[config.mk]
export PLATFORM = sky130hd
export DESIGN_NAME = bsg_manycore_link_sif_trap
export DESIGN_NICKNAME = d
export VERILOG_FILES = /design/src/rtl/bsg_manycore_link_sif_trap.sv
export SDC_FILE = /design/constraint.sdc
export NUM_CORES = 1
export LEC_CHECK = 0
export BUFFER_PORTS_ARGS = -buffer_cell sky130_fd_sc_hd__clkbuf_2
export CORE_MARGIN = 2
export CORE_UTILIZATION = 52
export CTS_BUF_LIST = sky130_fd_sc_hd__clkbuf_2
export CTS_CLUSTER_SIZE = 8
export DETAILED_ROUTE_END_ITERATION = 8
export PLACE_DENSITY = 0.87
export RECOVER_POWER = 50
export SLEW_MARGIN = 40
export SYNTH_ARGS = -nofsm -noshare
export SYNTH_HDL_FRONTEND = slang
export SYNTH_SLANG_ARGS = --single-unit
[constraint.sdc]
create_clock -name clk_i -period 3.2 [get_ports clk_i]
set_clock_uncertainty 0.05 [all_clocks]
set_input_delay 0.32 -clock clk_i [delete_from_list [all_inputs] [get_ports clk_i]]
set_output_delay 0.32 -clock clk_i [all_outputs]
set_load 0.005 [all_outputs]
[src/rtl/bsg_manycore_link_sif_trap.sv]
// Stateful terminator for unused manycore mesh edges.
// Every request arriving on a terminated channel is accepted. In respond mode
// a well-formed response is queued per channel so a misrouted load cannot
// hang its sender. Strays are counted per channel, and the first offender is
// captured for host debug.
module bsg_manycore_link_sif_trap #(
    parameter int num_ch_p        = 4,
    parameter int x_cord_width_p  = 4,
    parameter int y_cord_width_p  = 3,
    parameter int load_id_width_p = 5,
    parameter int data_width_p    = 32,
    parameter int els_p           = 2,
    parameter int count_width_p   = 16,
    parameter logic [data_width_p-1:0] load_pattern_p = data_width_p'(32'hDEAD_BEEF)
) (
    input  logic                                   clk_i,
    input  logic                                   reset_n_i,
    input  logic                                   respond_en_i,
    input  logic                                   clear_i,
    input  logic [num_ch_p-1:0]                    fwd_v_i,
    input  logic [num_ch_p*2-1:0]                  fwd_op_i,
    input  logic [num_ch_p*x_cord_width_p-1:0]     fwd_src_x_i,
    input  logic [num_ch_p*y_cord_width_p-1:0]     fwd_src_y_i,
    input  logic [num_ch_p*load_id_width_p-1:0]    fwd_load_id_i,
    output logic [num_ch_p-1:0]                    fwd_ready_o,
    output logic [num_ch_p-1:0]                    rev_v_o,
    output logic [num_ch_p-1:0]                    rev_type_o,
    output logic [num_ch_p*data_width_p-1:0]       rev_data_o,
    output logic [num_ch_p*load_id_width_p-1:0]    rev_load_id_o,
    output logic [num_ch_p*x_cord_width_p-1:0]     rev_dst_x_o,
    output logic [num_ch_p*y_cord_width_p-1:0]     rev_dst_y_o,
    input  logic [num_ch_p-1:0]                    rev_ready_i,
    output logic [num_ch_p*count_width_p-1:0]      count_o,
    output logic                                   stray_o,
    output logic [((num_ch_p > 1) ? $clog2(num_ch_p) : 1)-1:0] first_ch_o,
    output logic [x_cord_width_p-1:0]              first_x_o,
    output logic [y_cord_width_p-1:0]              first_y_o
);

    localparam int CH_W  = (num_ch_p > 1) ? $clog2(num_ch_p) : 1;
    localparam int PTR_W = $clog2(els_p);
    localparam int CNT_W = $clog2(els_p + 1);
    // Queue entry layout, MSB first: type, data, load id, dst x, dst y.
    localparam int ENT_W = 1 + data_width_p + load_id_width_p + x_cord_width_p + y_cord_width_p;

    // Saturating increment: a stray counter sticks at all-ones instead of wrapping.
    function automatic logic [count_width_p-1:0] sat_inc(input logic [count_width_p-1:0] v);
        return (&v) ? v : v + count_width_p'(1);
    endfunction

    // Circular pointer advance for a depth that need not be a power of two.
    function automatic logic [PTR_W-1:0] ptr_inc(input logic [PTR_W-1:0] p);
        return (p == PTR_W'(els_p - 1)) ? '0 : p + PTR_W'(1);
    endfunction

    logic [num_ch_p-1:0] acc;

    for (genvar c = 0; c < num_ch_p; c++) begin : g_ch
        logic [1:0]               op;
        logic                     full, empty, push, pop;
        logic [ENT_W-1:0]         entry_in, head;
        logic [ENT_W-1:0]         mem_q [els_p];
        logic [PTR_W-1:0]         wptr_q, wptr_d, rptr_q, rptr_d;
        logic [CNT_W-1:0]         fill_q, fill_d;
        logic [count_width_p-1:0] cnt_q, cnt_d;

        assign op    = fwd_op_i[2*c +: 2];
        assign full  = (fill_q == CNT_W'(els_p));
        assign empty = (fill_q == '0);

        // Fullness comes from the registered fill level, so a pop in the
        // same cycle never opens a slot for that cycle's accept.
        assign fwd_ready_o[c] = respond_en_i ? !full : 1'b1;
        assign acc[c]         = fwd_v_i[c] & fwd_ready_o[c];
        assign push           = acc[c] & respond_en_i & (op != 2'd3);
        assign pop            = !empty & rev_ready_i[c];

        // Loads and AMOs (op 0/2) return the pattern; stores (op 1) get a zero-data ack.
        assign entry_in = {~op[0],
                           (op == 2'd1) ? {data_width_p{1'b0}} : load_pattern_p,
                           fwd_load_id_i[c*load_id_width_p +: load_id_width_p],
                           fwd_src_x_i[c*x_cord_width_p +: x_cord_width_p],
                           fwd_src_y_i[c*y_cord_width_p +: y_cord_width_p]};

        // Response storage; contents are don't-care while not queued, so no reset.
        always_ff @(posedge clk_i) begin
            if (push) begin
                mem_q[wptr_q] <= entry_in;
            end
        end

        // Next-state of the queue pointers, fill level and stray counter.
        always_comb begin
            wptr_d = push ? ptr_inc(wptr_q) : wptr_q;
            rptr_d = pop  ? ptr_inc(rptr_q) : rptr_q;
            fill_d = fill_q;
            if (push && !pop) begin
                fill_d = fill_q + CNT_W'(1);
            end else if (!push && pop) begin
                fill_d = fill_q - CNT_W'(1);
            end
            // An accept coincident with clear still counts, from zero.
            if (clear_i) begin
                cnt_d = acc[c] ? count_width_p'(1) : '0;
            end else begin
                cnt_d = acc[c] ? sat_inc(cnt_q) : cnt_q;
            end
        end

        // Queue control and counter registers; reset empties the queue at once.
        always_ff @(posedge clk_i or negedge reset_n_i) begin
            if (!reset_n_i) begin
                wptr_q <= '0;
                rptr_q <= '0;
                fill_q <= '0;
                cnt_q  <= '0;
            end else begin
                wptr_q <= wptr_d;
                rptr_q <= rptr_d;
                fill_q <= fill_d;
                cnt_q  <= cnt_d;
            end
        end

        // Head fields are forced to zero while empty so nothing stale leaks out.
        assign head = mem_q[rptr_q];
        assign rev_v_o[c]    = !empty;
        assign rev_type_o[c] = !empty & head[ENT_W-1];
        assign rev_data_o[c*data_width_p +: data_width_p] =
            empty ? '0 : head[ENT_W-2 -: data_width_p];
        assign rev_load_id_o[c*load_id_width_p +: load_id_width_p] =
            empty ? '0 : head[x_cord_width_p + y_cord_width_p +: load_id_width_p];
        assign rev_dst_x_o[c*x_cord_width_p +: x_cord_width_p] =
            empty ? '0 : head[y_cord_width_p +: x_cord_width_p];
        assign rev_dst_y_o[c*y_cord_width_p +: y_cord_width_p] =
            empty ? '0 : head[0 +: y_cord_width_p];
        assign count_o[c*count_width_p +: count_width_p] = cnt_q;
    end

    logic                      any_acc;
    logic [CH_W-1:0]           low_ch;
    logic [x_cord_width_p-1:0] low_x;
    logic [y_cord_width_p-1:0] low_y;
    logic                      stray_q, stray_d;
    logic [CH_W-1:0]           first_ch_q, first_ch_d;
    logic [x_cord_width_p-1:0] first_x_q, first_x_d;
    logic [y_cord_width_p-1:0] first_y_q, first_y_d;

    assign any_acc = |acc;

    // Pick the lowest-index accepting channel (descending scan, last hit wins).
    always_comb begin
        low_ch = '0;
        low_x  = '0;
        low_y  = '0;
        for (int i = num_ch_p - 1; i >= 0; i--) begin
            if (acc[i]) begin
                low_ch = CH_W'(i);
                low_x  = fwd_src_x_i[i*x_cord_width_p +: x_cord_width_p];
                low_y  = fwd_src_y_i[i*y_cord_width_p +: y_cord_width_p];
            end
        end
    end

    // First-offender capture: clear zeroes it, but an accept in the same cycle re-arms it.
    always_comb begin
        stray_d    = stray_q;
        first_ch_d = first_ch_q;
        first_x_d  = first_x_q;
        first_y_d  = first_y_q;
        if (clear_i) begin
            stray_d    = 1'b0;
            first_ch_d = '0;
            first_x_d  = '0;
            first_y_d  = '0;
        end
        if ((!stray_q || clear_i) && any_acc) begin
            stray_d    = 1'b1;
            first_ch_d = low_ch;
            first_x_d  = low_x;
            first_y_d  = low_y;
        end
    end

    // Capture registers.
    always_ff @(posedge clk_i or negedge reset_n_i) begin
        if (!reset_n_i) begin
            stray_q    <= 1'b0;
            first_ch_q <= '0;
            first_x_q  <= '0;
            first_y_q  <= '0;
        end else begin
            stray_q    <= stray_d;
            first_ch_q <= first_ch_d;
            first_x_q  <= first_x_d;
            first_y_q  <= first_y_d;
        end
    end

    assign stray_o    = stray_q;
    assign first_ch_o = first_ch_q;
    assign first_x_o  = first_x_q;
    assign first_y_o  = first_y_q;

endmodule

# == After elaboration in Yosys (flattened, before gate mapping) ==
# Memory sizes are Yosys's and may differ from the RTL's.
# Index checks and enable logic that the tools add are counted.
# totals
register_bits,90
ram_bits,360
in_bits,68
output_inout_bits,262
wordCells,217
n_memories,4
# classes
addsub,20
n_eq_ne,16
mux,84
bitwise,24
reduce_logical,49
# memory_table
memory,words,width,rd,rd_ports_with_merged_regs,wr,line_no,rtl
g_ch[0].mem_q,2,45,1,0,1,62,logic [ENT_W-1:0] mem_q [els_p];
g_ch[1].mem_q,2,45,1,0,1,62,
g_ch[2].mem_q,2,45,1,0,1,62,
g_ch[3].mem_q,2,45,1,0,1,62,
# ops
cell,n
32-bit 2-to-1 mux,8
16-bit 2-to-1 mux,12
16-bit by 1-bit adder with 16-bit output (second input constant),4
16-bit AND reduction,4
4-bit 2-to-1 mux,10
3-bit 2-to-1 mux,10
2-bit 2-to-1 mux,14
1-bit 2-to-1 mux,26
1-bit bitwise AND,20
5-bit 2-to-1 mux,4
2-bit nonzero test,9
1-bit logical NOT,17
2-bit != test (second input constant),8
1-bit logical AND,9
1-bit adder (second input constant),8
2-bit by 1-bit adder with 2-bit output (second input constant),4
2-bit by 1-bit equality test with 1-bit output (second input constant),4
2-bit equality test (second input constant),4
2-bit logical NOT,4
2-bit AND reduction,4
2-bit by 1-bit subtractor with 2-bit output (second input constant),4
1-bit inverter,4
4-bit OR reduction,1
1-bit logical OR,1

# == Depth between registers and ports, before layout ==
# logic_depth
word_depth,10
depth_mapped,10
depth_no_buf,8

# == Worst setup path before layout ==
# OpenSTA, ideal clock, no wires.
# synth_timing
kind,reg2out
from,reg g_ch[3].rptr_q
to,out rev_data_o[101]
arrival_time_ns,2.263
t_required_ns,2.830
setup_slack_ns,0.567
stages_incl_launch_ff,6
path_buffers,3
path_cell_list,dfrtp_1 clkbuf_1 buf_1 mux2i_1 nor2_1 buf_4
# synth_via
elab_chain_cells,2
# synth_rtl
element,line_no,rtl
from (decl),63,"logic [PTR_W-1:0] wptr_q, wptr_d, rptr_q, rptr_d;"
from (signal assigned),119,rptr_q <= rptr_d;
memory 2 x 45 bit,--,
32-bit 2-to-1 mux,130,empty ? '0 : head[ENT_W-2 -: data_width_p];
to (decl),28,"output logic [num_ch_p*data_width_p-1:0] rev_data_o,"
# No other way between the ends.

# == Worst setup path after layout ==
# layout_timing
from,reg g_ch[2].fill_q[1]
to,out rev_data_o[90]
# layout_via
elab_chain_cells,2
# layout_rtl
element,line_no,rtl
from (decl),64,"logic [CNT_W-1:0] fill_q, fill_d;"
from (signal assigned),120,fill_q <= fill_d;
2-bit logical NOT,69,assign empty = (fill_q == '0);
32-bit 2-to-1 mux,130,
# No other way between the ends.

==> impl_results.md <==
* Routed WL at between 20000 and 30000 um
* GRT overflow at 0
* Final Cell Area at ~12000 um^2
* CTS Buffer Depth at 3
* Final Hold Viols at 0
* Depth of the CTS H-tree at 2
* Mux cell area share after synthesis at 0.0805
* CTS tree: built
* Number of synthesized flops with an enable pin at about 110
* Synth top area share at 0.323
* Clk pwr share at 0.219
* Largest delay contributor family on the critical path: buffers and inverters
* Die Span Y at 145 um
* Hold/Removal Path Class: in -> reg
* Main area contributors after synthesis: edfxtp_1, dfrtp_1, buf_4, mux2i_1, nor2_1
* Worst EP required at about 2.8 ns
* Final antenna-violating net count at 0
* Gate Count Post-Synth at 940
* Compound-gate portion of the synthesized area at 0.0837
* Async SR Flop Fraction at 0.446
* Worst path slowest cell: clkbuf_1
* All-Layer GR Usage at 0.260
* Pre-Repair DR Iteration Count at 5
* Synth cell count leaders: buf_4, edfxtp_1, nor2_1
* Initial antenna violation count at 1
* Sequential power share at 0.413
* Clk Latency, worst-skew pair at 0.84 ns
* Cell taking the most area after synthesis: edfxtp_1
* Least-Margin Pin Slew at 1.21 ns
* Clock slew at reported path FFs at 0.14 ns
* Fmax achieved at about 0.35 GHz
* Largest family of logic cells by synthesized area: simple AND/OR/NAND/NOR gates
* Mapped Avg Cell Area at 11.1 um^2
* Synthesized area at 10400 um^2
* Netlist cell types at 56
* Largest net degree at the start of global routing at 54
* Routed vias at 8458
* Placement Cell Area at ~11000 um^2
* Tcrit/Tclk final at 0.883
* Inst Count DP at 1390
* Sink Count at ~200
* Ys Warns at 0
* DRC Markers at 0
* Gp weighted congestion at 0.875
* Critical path cell sequence: nor2_1 > clkbuf_1 > nor2_4 > clkbuf_2
* Nets@finish at roughly 1300
* Kind of critical path: reg -> out
* Cell with the most instances after synthesis: buf_4
* Root buf cell: clkbuf_2
* Startpoint types: flop
* Global-route wire length before repair at 44200 um
* Initial Util at 0.533
* Area Overhead vs Synth at 19.7%
* CP arrival at 2.46 ns
* DIE AREA at 21100 um^2
* Adder-cell area share of the yosys netlist at 0.00962
* 1st-iter DRT viols at between 700 and 800
* Dominant synthesized flop cell: edfxtp_1
* #FFs+latches synth at approximately 200
* Crit-path max FO at 24
* Xor/xnor cell area share of the yosys netlist at 0.0168
* Final min period at 2.83 ns
* Max-slew violation count at 0
* CTS buffer count at 51
* Comb pwr share at 0.368
* Crit-path max cell delay at around 0.63 ns
* Via density at 5.44
* Slew margin rel. at 0.197
* HPWL after DPL at roughly 19000 um
* Vias in the first global route at slightly above 8000
* Maxcap violations at 0
* Share of layout cells above drive strength 1 at 0.251
* Worst setup EP type: output pin
* Max IR drop VDD at 0.323 mV
* Cell Int Power at roughly 0.0051 W
* Leakage at 5.44 nW
* Unrepaired setup endpoints after global routing: no
* IO Pins at 330
* Fin cells at 1556
* Die X at 145 um
* Register area share after synthesis at 0.540
* DR WL/cell at 17.9 um
* Core area at 19500 um^2
* Port Buffers at a little under 300
* Psw at 0.00305 W
* Post-Synth Simple-Gate Area at 0.152
* Outcome: complete, no violations
* Final setup violating endpoints at 0
* Sw frac at 0.375
* Power per cell area at 654 nW/um^2
* Cell Rows at 51
* Final TNS setup at 0 ns
* CP bufs+invs at 2
[routing by layer]
metal,wire (um),vias to the layer above,global-route usage
met5,0,-,0
met4,802,0,0.0971
met3,1870,68,0.0558
met2,14400,391,0.455
met1,10800,4086,0.317
li1,-,3913,-
[layout by cell type, fill, tap and decap left out, drive strengths merged, types with 7 or more instances in the layout]
cell type      n
and4           8
a21oi         37
xor2           8
o31ai         20
ha             8
edfxtp       112
a221oi         7
or3           13
xnor2         12
a211oi        11
nor4          10
o311ai         9
nor2         105
dfrtp         90
clkinv        21
o32ai          7
nor3          10
nand3         28
o21ai          7
nor2b         22
clkbuf       377
mux2          21
dlygate4sd3   70
and3           9
nand2         46
or4           21
inv           32
nand4         15
buf           13
mux2i         60
conb          32
[worst paths after layout]
| check | startpoint | to | slack, ns | cells past startpoint |
|---|---|---|---|---|
| max reg2reg | g_ch[0].fill_q[0] | stray_o | 0.53 | 6 |
| max in group asynchronous | reset_n_i | g_ch[3].wptr_q | 0.57 | 4 |
| min reg2reg | g_ch[1].fill_q[1] | g_ch[1].fill_q[1] | 0.45 | 1 |
| max | g_ch[2].fill_q[1] | rev_data_o[90] | 0.37 | 4 |
| min in group asynchronous | reset_n_i | g_ch[1].rptr_q | 0.77 | 3 |
| min | clear_i | g_ch[0].cnt_q[15] | 0.07 | 2 |
[stage by stage]
step	hold WS (ns)	total power (W)	utilization	setup slack, ns
6_report	0.0738	0.00814	0.637	0.375
2_1_floorplan	-0.0256	0.00565	-	0.567
4_1_cts	0.00345	0.00819	0.645	0.392
3_3_place_gp	0.333	0.00626	0.585	0.956
5_1_grt	0.0596	0.00863	0.637	0.194
3_5_place_dp	0.347	0.00636	0.585	0.825
[logic make-up after synthesis]
family,after synthesis
compound gates,124
xor+xnor,20
fa+ha+maj,8
buf+inv,196
flops,202
mux,81
other cells,1
simple gates,308
[registers in the layout, summed over array words and instances, names as in the netlist]
name         count
first_ch_o       2
first_x_o        4
first_y_o        3
g_ch.cnt_q      64
g_ch.fill_q      8
g_ch.mem_q     112
g_ch.rptr_q      4
g_ch.wptr_q      4
stray_o          1
[power by group through the flow]
stage | combinational, W | sequential, W | clock [W]
after global placement | 0.00287 | 0.00339 | 0
after floorplan | 0.00238 | 0.00327 | 0
final | 0.00299 | 0.00336 | 0.00179
after detailed placement | 0.00296 | 0.00341 | 0
after CTS | 0.00304 | 0.00335 | 0.00179
after global routing | 0.00327 | 0.00340 | 0.00196
[area by class of cell]
cell class	instances	area [um^2]
antenna	2	5.00
clock buffer	71	355
clock inverter	23	118
fill	1612	7080
inverter	31	116
multi-input combinational	573	3710
sequential	202	5620
tap	265	332
timing repair buffer	389	2200
[repair_timing]
item,4_1_cts,5_1_grt
buffers inserted,0,0
hold buffers,70,0
gates resized for setup,0,0
endpoints found under the hold margin,236,0
Note: power is estimated with default switching activity, not from simulation.
